--- config.mk ---
export PLATFORM = sky130hd
export DESIGN_NAME = shiftrow_pipe_flat
export DESIGN_NICKNAME = d
export VERILOG_FILES = /design/src/rtl/aes_pkg.sv /design/src/rtl/shiftrow_pipe_if.sv /design/src/rtl/shiftrow_perm.sv /design/src/rtl/shiftrow_pipe.sv /design/src/flat_wrapper.sv
export SDC_FILE = /design/constraint.sdc
export NUM_CORES = 1
export LEC_CHECK = 0
export ABC_AREA = 0
export CAP_MARGIN = 20
export CORE_MARGIN = 4
export CORE_UTILIZATION = 35
export CTS_BUF_LIST = sky130_fd_sc_hd__clkbuf_4
export DETAILED_ROUTE_END_ITERATION = 8
export SLEW_MARGIN = 15
export SYNTH_ARGS = -nofsm -noshare
export SYNTH_HDL_FRONTEND = slang
export SYNTH_HIERARCHICAL = 1
export SYNTH_SLANG_ARGS = --single-unit
--- constraint.sdc ---
create_clock -name clk -period 6.32 [get_ports clk]
set_input_delay 1.264 -clock clk [delete_from_list [all_inputs] [get_ports clk]]
set_output_delay 1.264 -clock clk [all_outputs]
set_load 0.05 [all_outputs]
--- src/rtl/aes_pkg.sv ---
// rtl/aes_pkg.sv - shared Rijndael datapath types, shift offsets and NB legality check
//
// Purpose: common definitions for the ShiftRows stage and the wider round pipeline.
//   byte_t / word_t  : state byte and column word
//   occ_state_t      : occupancy classification of the output buffer
//   nb_legal(nb)     : 1 when nb is a supported block width (4, 6, 8 columns)
//   shift_off(nb, r) : column rotation applied to row r for block width nb
//   byte_lsb(nb, k)  : bit position of state byte k (byte 0 sits in the MSBs)
package aes_pkg;

  typedef logic [7:0]  byte_t;
  typedef logic [31:0] word_t;

  typedef enum logic [1:0] {
    OCC_EMPTY   = 2'd0,
    OCC_PARTIAL = 2'd1,
    OCC_FULL    = 2'd2
  } occ_state_t;

  function automatic bit nb_legal(int nb);
    return (nb == 4) || (nb == 6) || (nb == 8);
  endfunction

  // Rijndael offsets: 256-bit blocks use (1,3,4); 128/192-bit blocks use (1,2,3).
  function automatic int shift_off(int nb, int row);
    if (row == 0) return 0;
    if (nb == 8) return (row == 1) ? 1 : ((row == 2) ? 3 : 4);
    return row;
  endfunction

  function automatic int byte_lsb(int nb, int idx);
    return 8 * (4 * nb - 1 - idx);
  endfunction

endpackage

--- src/rtl/shiftrow_pipe_if.sv ---
// rtl/shiftrow_pipe_if.sv - block stream in/out bundle of the ShiftRows stage
//
// Purpose: groups the upstream and downstream handshakes of shiftrow_pipe.
//   in_valid/in_ready   : upstream handshake
//   in_data             : 32*NB state, byte 0 in the MSBs, column-major
//   in_first / in_inv   : per-block bypass and inverse selectors
//   in_tag              : opaque sideband
//   out_valid/out_ready : downstream handshake
//   out_data / out_tag  : head block of the output buffer
//   modport master      : block producer / consumer side (the environment)
//   modport slave       : the stage itself
interface shiftrow_pipe_if #(
  parameter int NB    = 4,
  parameter int TAG_W = 4
);

  logic                in_valid;
  logic                in_ready;
  logic [32*NB-1:0]    in_data;
  logic                in_first;
  logic                in_inv;
  logic [TAG_W-1:0]    in_tag;
  logic                out_valid;
  logic                out_ready;
  logic [32*NB-1:0]    out_data;
  logic [TAG_W-1:0]    out_tag;

  modport master (
    output in_valid, in_data, in_first, in_inv, in_tag, out_ready,
    input  in_ready, out_valid, out_data, out_tag
  );

  modport slave (
    input  in_valid, in_data, in_first, in_inv, in_tag, out_ready,
    output in_ready, out_valid, out_data, out_tag
  );

endinterface

--- src/rtl/shiftrow_perm.sv ---
// rtl/shiftrow_perm.sv - combinational NB-generic ShiftRows / InvShiftRows byte router
//
// Purpose: pure byte permutation of one state block; no storage, no arithmetic.
//   data   in  32*NB  state, byte 0 in the MSBs, byte index = 4*col + row
//   inv    in  1      1 = InvShiftRows, 0 = ShiftRows
//   first  in  1      bypass, wins over inv
//   result out 32*NB  permuted state
module shiftrow_perm
  import aes_pkg::*;
#(
  parameter int NB = 4
) (
  input  logic [32*NB-1:0] data,
  input  logic             inv,
  input  logic             first,
  output logic [32*NB-1:0] result
);

  if (!nb_legal(NB)) begin : g_bad_nb
    $error("shiftrow_perm: NB must be 4, 6 or 8");
  end

  logic [32*NB-1:0] fwd;
  logic [32*NB-1:0] bwd;

  // Source columns are resolved at elaboration; wrap is modulo NB, so NB=6
  // must never be reduced with a power-of-two mask.
  for (genvar c = 0; c < NB; c++) begin : g_col
    for (genvar r = 0; r < 4; r++) begin : g_row
      localparam int SH      = shift_off(NB, r);
      localparam int FWD_COL = (c + SH) % NB;
      localparam int INV_COL = (c + NB - SH) % NB;

      assign fwd[byte_lsb(NB, 4*c + r) +: 8] = data[byte_lsb(NB, 4*FWD_COL + r) +: 8];
      assign bwd[byte_lsb(NB, 4*c + r) +: 8] = data[byte_lsb(NB, 4*INV_COL + r) +: 8];
    end
  end

  assign result = first ? data : (inv ? bwd : fwd);

endmodule

--- src/rtl/shiftrow_pipe.sv ---
// rtl/shiftrow_pipe.sv - registered ShiftRows stage with a DEPTH-entry output FIFO
//
// Purpose: permutes each accepted block (mode/bypass chosen per block at push)
// and queues {data, tag} in a circular buffer that absorbs downstream stalls.
//   clk    in  single clock, rising edge
//   rst_n  in  asynchronous active-low reset; clears pointers and occupancy
//   bus    slave modport of shiftrow_pipe_if (in_* upstream, out_* downstream)
// Parameters: NB (4/6/8 columns), DEPTH (1..4 entries), TAG_W (tag width).
module shiftrow_pipe
  import aes_pkg::*;
#(
  parameter int NB    = 4,
  parameter int DEPTH = 2,
  parameter int TAG_W = 4
) (
  input  logic           clk,
  input  logic           rst_n,
  shiftrow_pipe_if.slave bus
);

  localparam int W  = 32 * NB;
  localparam int PW = (DEPTH > 1) ? $clog2(DEPTH) : 1;
  localparam int CW = $clog2(DEPTH + 1);

  localparam logic [PW-1:0] LAST_PTR = PW'(DEPTH - 1);
  localparam logic [CW-1:0] FULL_CNT = CW'(DEPTH);

  if ((DEPTH < 1) || (DEPTH > 4)) begin : g_bad_depth
    $error("shiftrow_pipe: DEPTH must be 1..4");
  end

  logic [W-1:0]     perm_data;
  logic [W-1:0]     mem_data [DEPTH];
  logic [TAG_W-1:0] mem_tag  [DEPTH];

  logic [PW-1:0] rd_ptr, rd_ptr_nxt;
  logic [PW-1:0] wr_ptr, wr_ptr_nxt;
  logic [CW-1:0] count, count_nxt;
  occ_state_t    occ;

  logic in_ready;
  logic out_valid;
  logic push;
  logic pop;

  shiftrow_perm #(.NB(NB)) u_perm (
    .data   (bus.in_data),
    .inv    (bus.in_inv),
    .first  (bus.in_first),
    .result (perm_data)
  );

  // in_ready looks only at registered occupancy: a full buffer refuses a push
  // even in a cycle where the head is being popped.
  assign in_ready  = (count != FULL_CNT) && rst_n;
  assign out_valid = (count != '0);
  assign push      = bus.in_valid && in_ready;
  assign pop       = out_valid && bus.out_ready;

  assign bus.in_ready  = in_ready;
  assign bus.out_valid = out_valid;
  // Gated so an empty (or just reset) buffer presents zeros, never stale entries.
  assign bus.out_data  = out_valid ? mem_data[rd_ptr] : '0;
  assign bus.out_tag   = out_valid ? mem_tag[rd_ptr]  : '0;

  always_comb begin
    occ = OCC_PARTIAL;
    if (count == '0)           occ = OCC_EMPTY;
    else if (count == FULL_CNT) occ = OCC_FULL;
  end

  always_comb begin
    count_nxt  = count;
    rd_ptr_nxt = rd_ptr;
    wr_ptr_nxt = wr_ptr;

    if (push) wr_ptr_nxt = (wr_ptr == LAST_PTR) ? '0 : wr_ptr + PW'(1);
    if (pop)  rd_ptr_nxt = (rd_ptr == LAST_PTR) ? '0 : rd_ptr + PW'(1);

    unique case (occ)
      OCC_EMPTY: begin
        if (push) count_nxt = count + CW'(1);
      end
      OCC_PARTIAL: begin
        if (push && !pop)      count_nxt = count + CW'(1);
        else if (pop && !push) count_nxt = count - CW'(1);
      end
      OCC_FULL: begin
        if (pop) count_nxt = count - CW'(1);
      end
      default: begin
        count_nxt = count;
      end
    endcase
  end

  always_ff @(posedge clk or negedge rst_n) begin
    if (!rst_n) begin
      count  <= '0;
      rd_ptr <= '0;
      wr_ptr <= '0;
    end else begin
      count  <= count_nxt;
      rd_ptr <= rd_ptr_nxt;
      wr_ptr <= wr_ptr_nxt;
    end
  end

  // Storage needs no reset: entries are only visible through out_valid.
  always_ff @(posedge clk) begin
    if (push) begin
      mem_data[wr_ptr] <= perm_data;
      mem_tag[wr_ptr]  <= bus.in_tag;
    end
  end

endmodule

--- src/flat_wrapper.sv ---
// flat-port wrapper written by rule: the top's interface ports become plain ports
module shiftrow_pipe_flat import aes_pkg::*;
#(
  parameter int NB    = 4,
  parameter int DEPTH = 2,
  parameter int TAG_W = 4
)
  (clk, rst_n, bus_in_valid, bus_in_data, bus_in_first, bus_in_inv, bus_in_tag, bus_out_ready, bus_in_ready, bus_out_valid, bus_out_data, bus_out_tag);
  shiftrow_pipe_if #(.NB(NB), .TAG_W(TAG_W)) bus_i ();
  input  logic clk;
  input  logic rst_n;
  input wire logic [$bits(bus_i.in_valid)-1:0] bus_in_valid;
  input wire logic [$bits(bus_i.in_data)-1:0] bus_in_data;
  input wire logic [$bits(bus_i.in_first)-1:0] bus_in_first;
  input wire logic [$bits(bus_i.in_inv)-1:0] bus_in_inv;
  input wire logic [$bits(bus_i.in_tag)-1:0] bus_in_tag;
  input wire logic [$bits(bus_i.out_ready)-1:0] bus_out_ready;
  output wire logic [$bits(bus_i.in_ready)-1:0] bus_in_ready;
  output wire logic [$bits(bus_i.out_valid)-1:0] bus_out_valid;
  output wire logic [$bits(bus_i.out_data)-1:0] bus_out_data;
  output wire logic [$bits(bus_i.out_tag)-1:0] bus_out_tag;
  assign bus_i.in_valid = bus_in_valid;
  assign bus_i.in_data = bus_in_data;
  assign bus_i.in_first = bus_in_first;
  assign bus_i.in_inv = bus_in_inv;
  assign bus_i.in_tag = bus_in_tag;
  assign bus_i.out_ready = bus_out_ready;
  assign bus_in_ready = bus_i.in_ready;
  assign bus_out_valid = bus_i.out_valid;
  assign bus_out_data = bus_i.out_data;
  assign bus_out_tag = bus_i.out_tag;
  shiftrow_pipe #(.NB(NB), .DEPTH(DEPTH), .TAG_W(TAG_W)) u_core (.clk(clk), .rst_n(rst_n), .bus(bus_i));
endmodule
==> results.json <==
{
  "layout-drive-gt1-share_pct": 14.2,
  "cp_max_fo": 80,
  "ant_nets": 0,
  "die-area_um2": 38000,
  "whs_path_depth": 1,
  "status": "finished, final reports clean",
  "die_h_um": 195,
  "fmax_mhz": 215,
  "hold_slack_ps": 547,
  "max_cap_violations": 0,
  "vdd_drop_max_mv": 0.296,
  "syn_area_um2": 12200,
  "io_pins": 272,
  "cp.required_ps": 5060,
  "rsz0062_at_grt": "no",
  "synthArstFlopShare_pct": 1.49,
  "min-delay-path-class": "reg -> reg",
  "placed_area_um2": 15000,
  "holdPathEnd": "u_core/wr_ptr$_DFFE_PN0P_",
  "post-cts-setup-buffers": 0,
  "path_clk_slew_ps": 60,
  "fillers": 3166,
  "setup_viol": 0,
  "synth_edf_count": 264,
  "min_from": "u_core/wr_ptr$_DFFE_PN0P_",
  "first_iter_violations": 258,
  "rrSetupSlack_ps": 3240,
  "final_util_pct": 46.3,
  "finalCriticalPeriod_ps": 4650,
  "hold_violations": 0,
  "multiInputGateArea_um2": 3570,
  "nNetsFinal": 1285,
  "tightest_slew_ps": 1110,
  "finClkSkew_ps": 18.1,
  "area_growth_pct": 30.7,
  "portBuffers": 271,
  "synth_top_area_share_pct": 64.9,
  "final_common_cell": "clkdlybuf4s50_1",
  "synth_cell_type_count": 23,
  "yosysSeqAreaShare_pct": 65.7,
  "ctsHoldBuffers": 0,
  "register_area_um2": 8030,
  "cts_num_sinks": 268,
  "grt_overflow": 0,
  "start_util_pct": 35.5,
  "fp.coreArea_um2": 34500,
  "synth_ff_type": "edfxtp_1",
  "crit_path_end_kind": "output pin",
  "p_leak_nw": 6.04,
  "period_share_pct": 73.5,
  "crit_arrival_ps": 3380,
  "clk_latency_ps": 650,
  "firstDrtPassIters": 4,
  "p_per_area_nw_per_um2": 492,
  "vias": 7665,
  "path_class": "reg -> out",
  "ys_warn_count": 6,
  "numCtsBuffers": 77,
  "cts_resized": 0,
  "antenna_found_initial": 8,
  "fin_area_um2": 16000,
  "rows": 68,
  "setup-tns-final_ps": 0,
  "tritoncts": "done",
  "cp-start-kind": "flip-flop",
  "synth_seq_cells": 268,
  "grtUsageTotal_pct": 14.9,
  "ff2ff_path_depth": 10,
  "synth_area_leaders": "edfxtp_1 (65%), mux2i_1 (16%), nor2_1 (4.1%)",
  "cts_root_buffer": "clkbuf_4",
  "syn_nets": 1011,
  "total_power_mw": 7.86,
  "yosysTopAreaCell": "edfxtp_1",
  "gp_congestion": 0.768,
  "wire_per_inst_um": 17.9,
  "netlist_instances": 869,
  "mostFrequentLayoutCells": "clkdlybuf4s50_1 (269), edfxtp_1 (264), mux2i_1 (198), nor2_1 (133), clkbuf_4 (111)",
  "grt_first_pass_wirelength_um": 44400,
  "syn_area_per_cell_um2": 14.1,
  "max_slew_margin_pct": 26.1,
  "clk_path_buf_depth": 3,
  "routed_wirelength_um": 29600,
  "h-tree-depth": 3,
  "post-route-drc-count": 0,
  "r2r-end": "u_core/count[0]$_DFFE_PN0P_",
  "dp_hpwl_um": 19200,
  "r2r-start": "u_core/count[0]$_DFFE_PN0P_",
  "finalMaxSlewViolations": 0,
  "grt_max_degree": 86,
  "die_w_um": 195,
  "grt_pass1_vias": 7951,
  "vias_per_cell": 4.63
}
## worst max-delay path: stages, from the launching register on
cell,delay [ps]
dfrtp_1,370
inv_1,150
ha_4,820
buf_4,500
nor2_1,110
clkdlybuf4s50_1,730
## kinds of logic (layout without fill, tap and decap cells)
family | Yosys count | count (layout) | share of synthesized area [%]
AO/OA/AOI/OAI | 68 | 68 | 2.86
XOR/XNOR | 3 | 3 | 0.215
adder cells (fa/ha/maj) | 4 | 4 | 0.410
buffers and inverters | 92 | 420 | 5.23
flip-flops | 268 | 268 | 65.7
multiplexers | 230 | 230 | 19.2
other | 0 | 2 | 0
AND/OR/NAND/NOR | 204 | 204 | 6.39
## metal layers
metal / global-route usage, % / part of all wire (%) / vias up
met5: 0 / 0.19 / -
met1: 17.5 / 41 / 3641
li1: - / - / 3732
met4: 4.84 / 1.8 / 10
met2: 25.3 / 50 / 229
met3: 5.91 / 7.9 / 53
## state kept, by name (all words and copies together), names as in the netlist
name	flops
u_core/wr_ptr	1
u_core/mem_data	256
u_core/count	2
u_core/mem_tag	8
u_core/rd_ptr	1
## worst max-delay path by stage
| stage | start | endpoint | slack, ps | depth (start not counted) |
|---|---|---|---|---|
| 3_3_place_gp | rst_n | bus_in_ready | 2170 | 3 |
| 3_5_place_dp | rst_n | bus_in_ready | 2160 | 3 |
| 4_1_cts | u_core/count[0]$_DFFE_PN0P_ | bus_out_data[45] | 1470 | 5 |
| 5_1_grt | u_core/count[0]$_DFFE_PN0P_ | bus_out_data[45] | 1380 | 5 |
| 2_1_floorplan | rst_n | u_core/mem_data[0][0]$_DFFE_PP_ | 690 | 3 |
| 6_report | u_core/count[0]$_DFFE_PN0P_ | bus_out_data[45] | 1670 | 5 |
## per-stage QoR
stage	cells	setup slack [ps]
CTS	1652	1470
global route	1654	1380
floorplan	869	689
detailed placement	1519	2160
finish	1654	1670
global placement	1519	2170
## layout make-up
| type | instances | area share, % |
|---|---|---|
| Sequential cell | 268 | 50.3 |
| Inverter | 5 | 0.118 |
| Multi-Input combinational cell | 509 | 22.4 |
| Clock inverter | 22 | 0.713 |
| Timing Repair Buffer | 282 | 17.6 |
| Clock buffer | 111 | 5.22 |
| Tap cell | 455 | 3.57 |
| Antenna cell | 2 | 0.0314 |
## power breakdown
part	switching [mW]	total [mW]	internal [mW]
sequential	0.111	2.33	2.22
clock	0.698	1.54	0.844
combinational	2.69	3.98	1.29
total	3.50	7.86	4.36
## synth_stat cells, types with 5 or more instances
master	count
buf_6	7
nor2_1	134
edfxtp_1	264
o21ai_0	5
mux2i_1	198
buf_4	40
nand2_1	67
buf_2	19
o21ai_1	60
buf_8	6
mux2_2	32
clkbuf_1	15
Note: power is estimated with default switching activity, not from simulation.
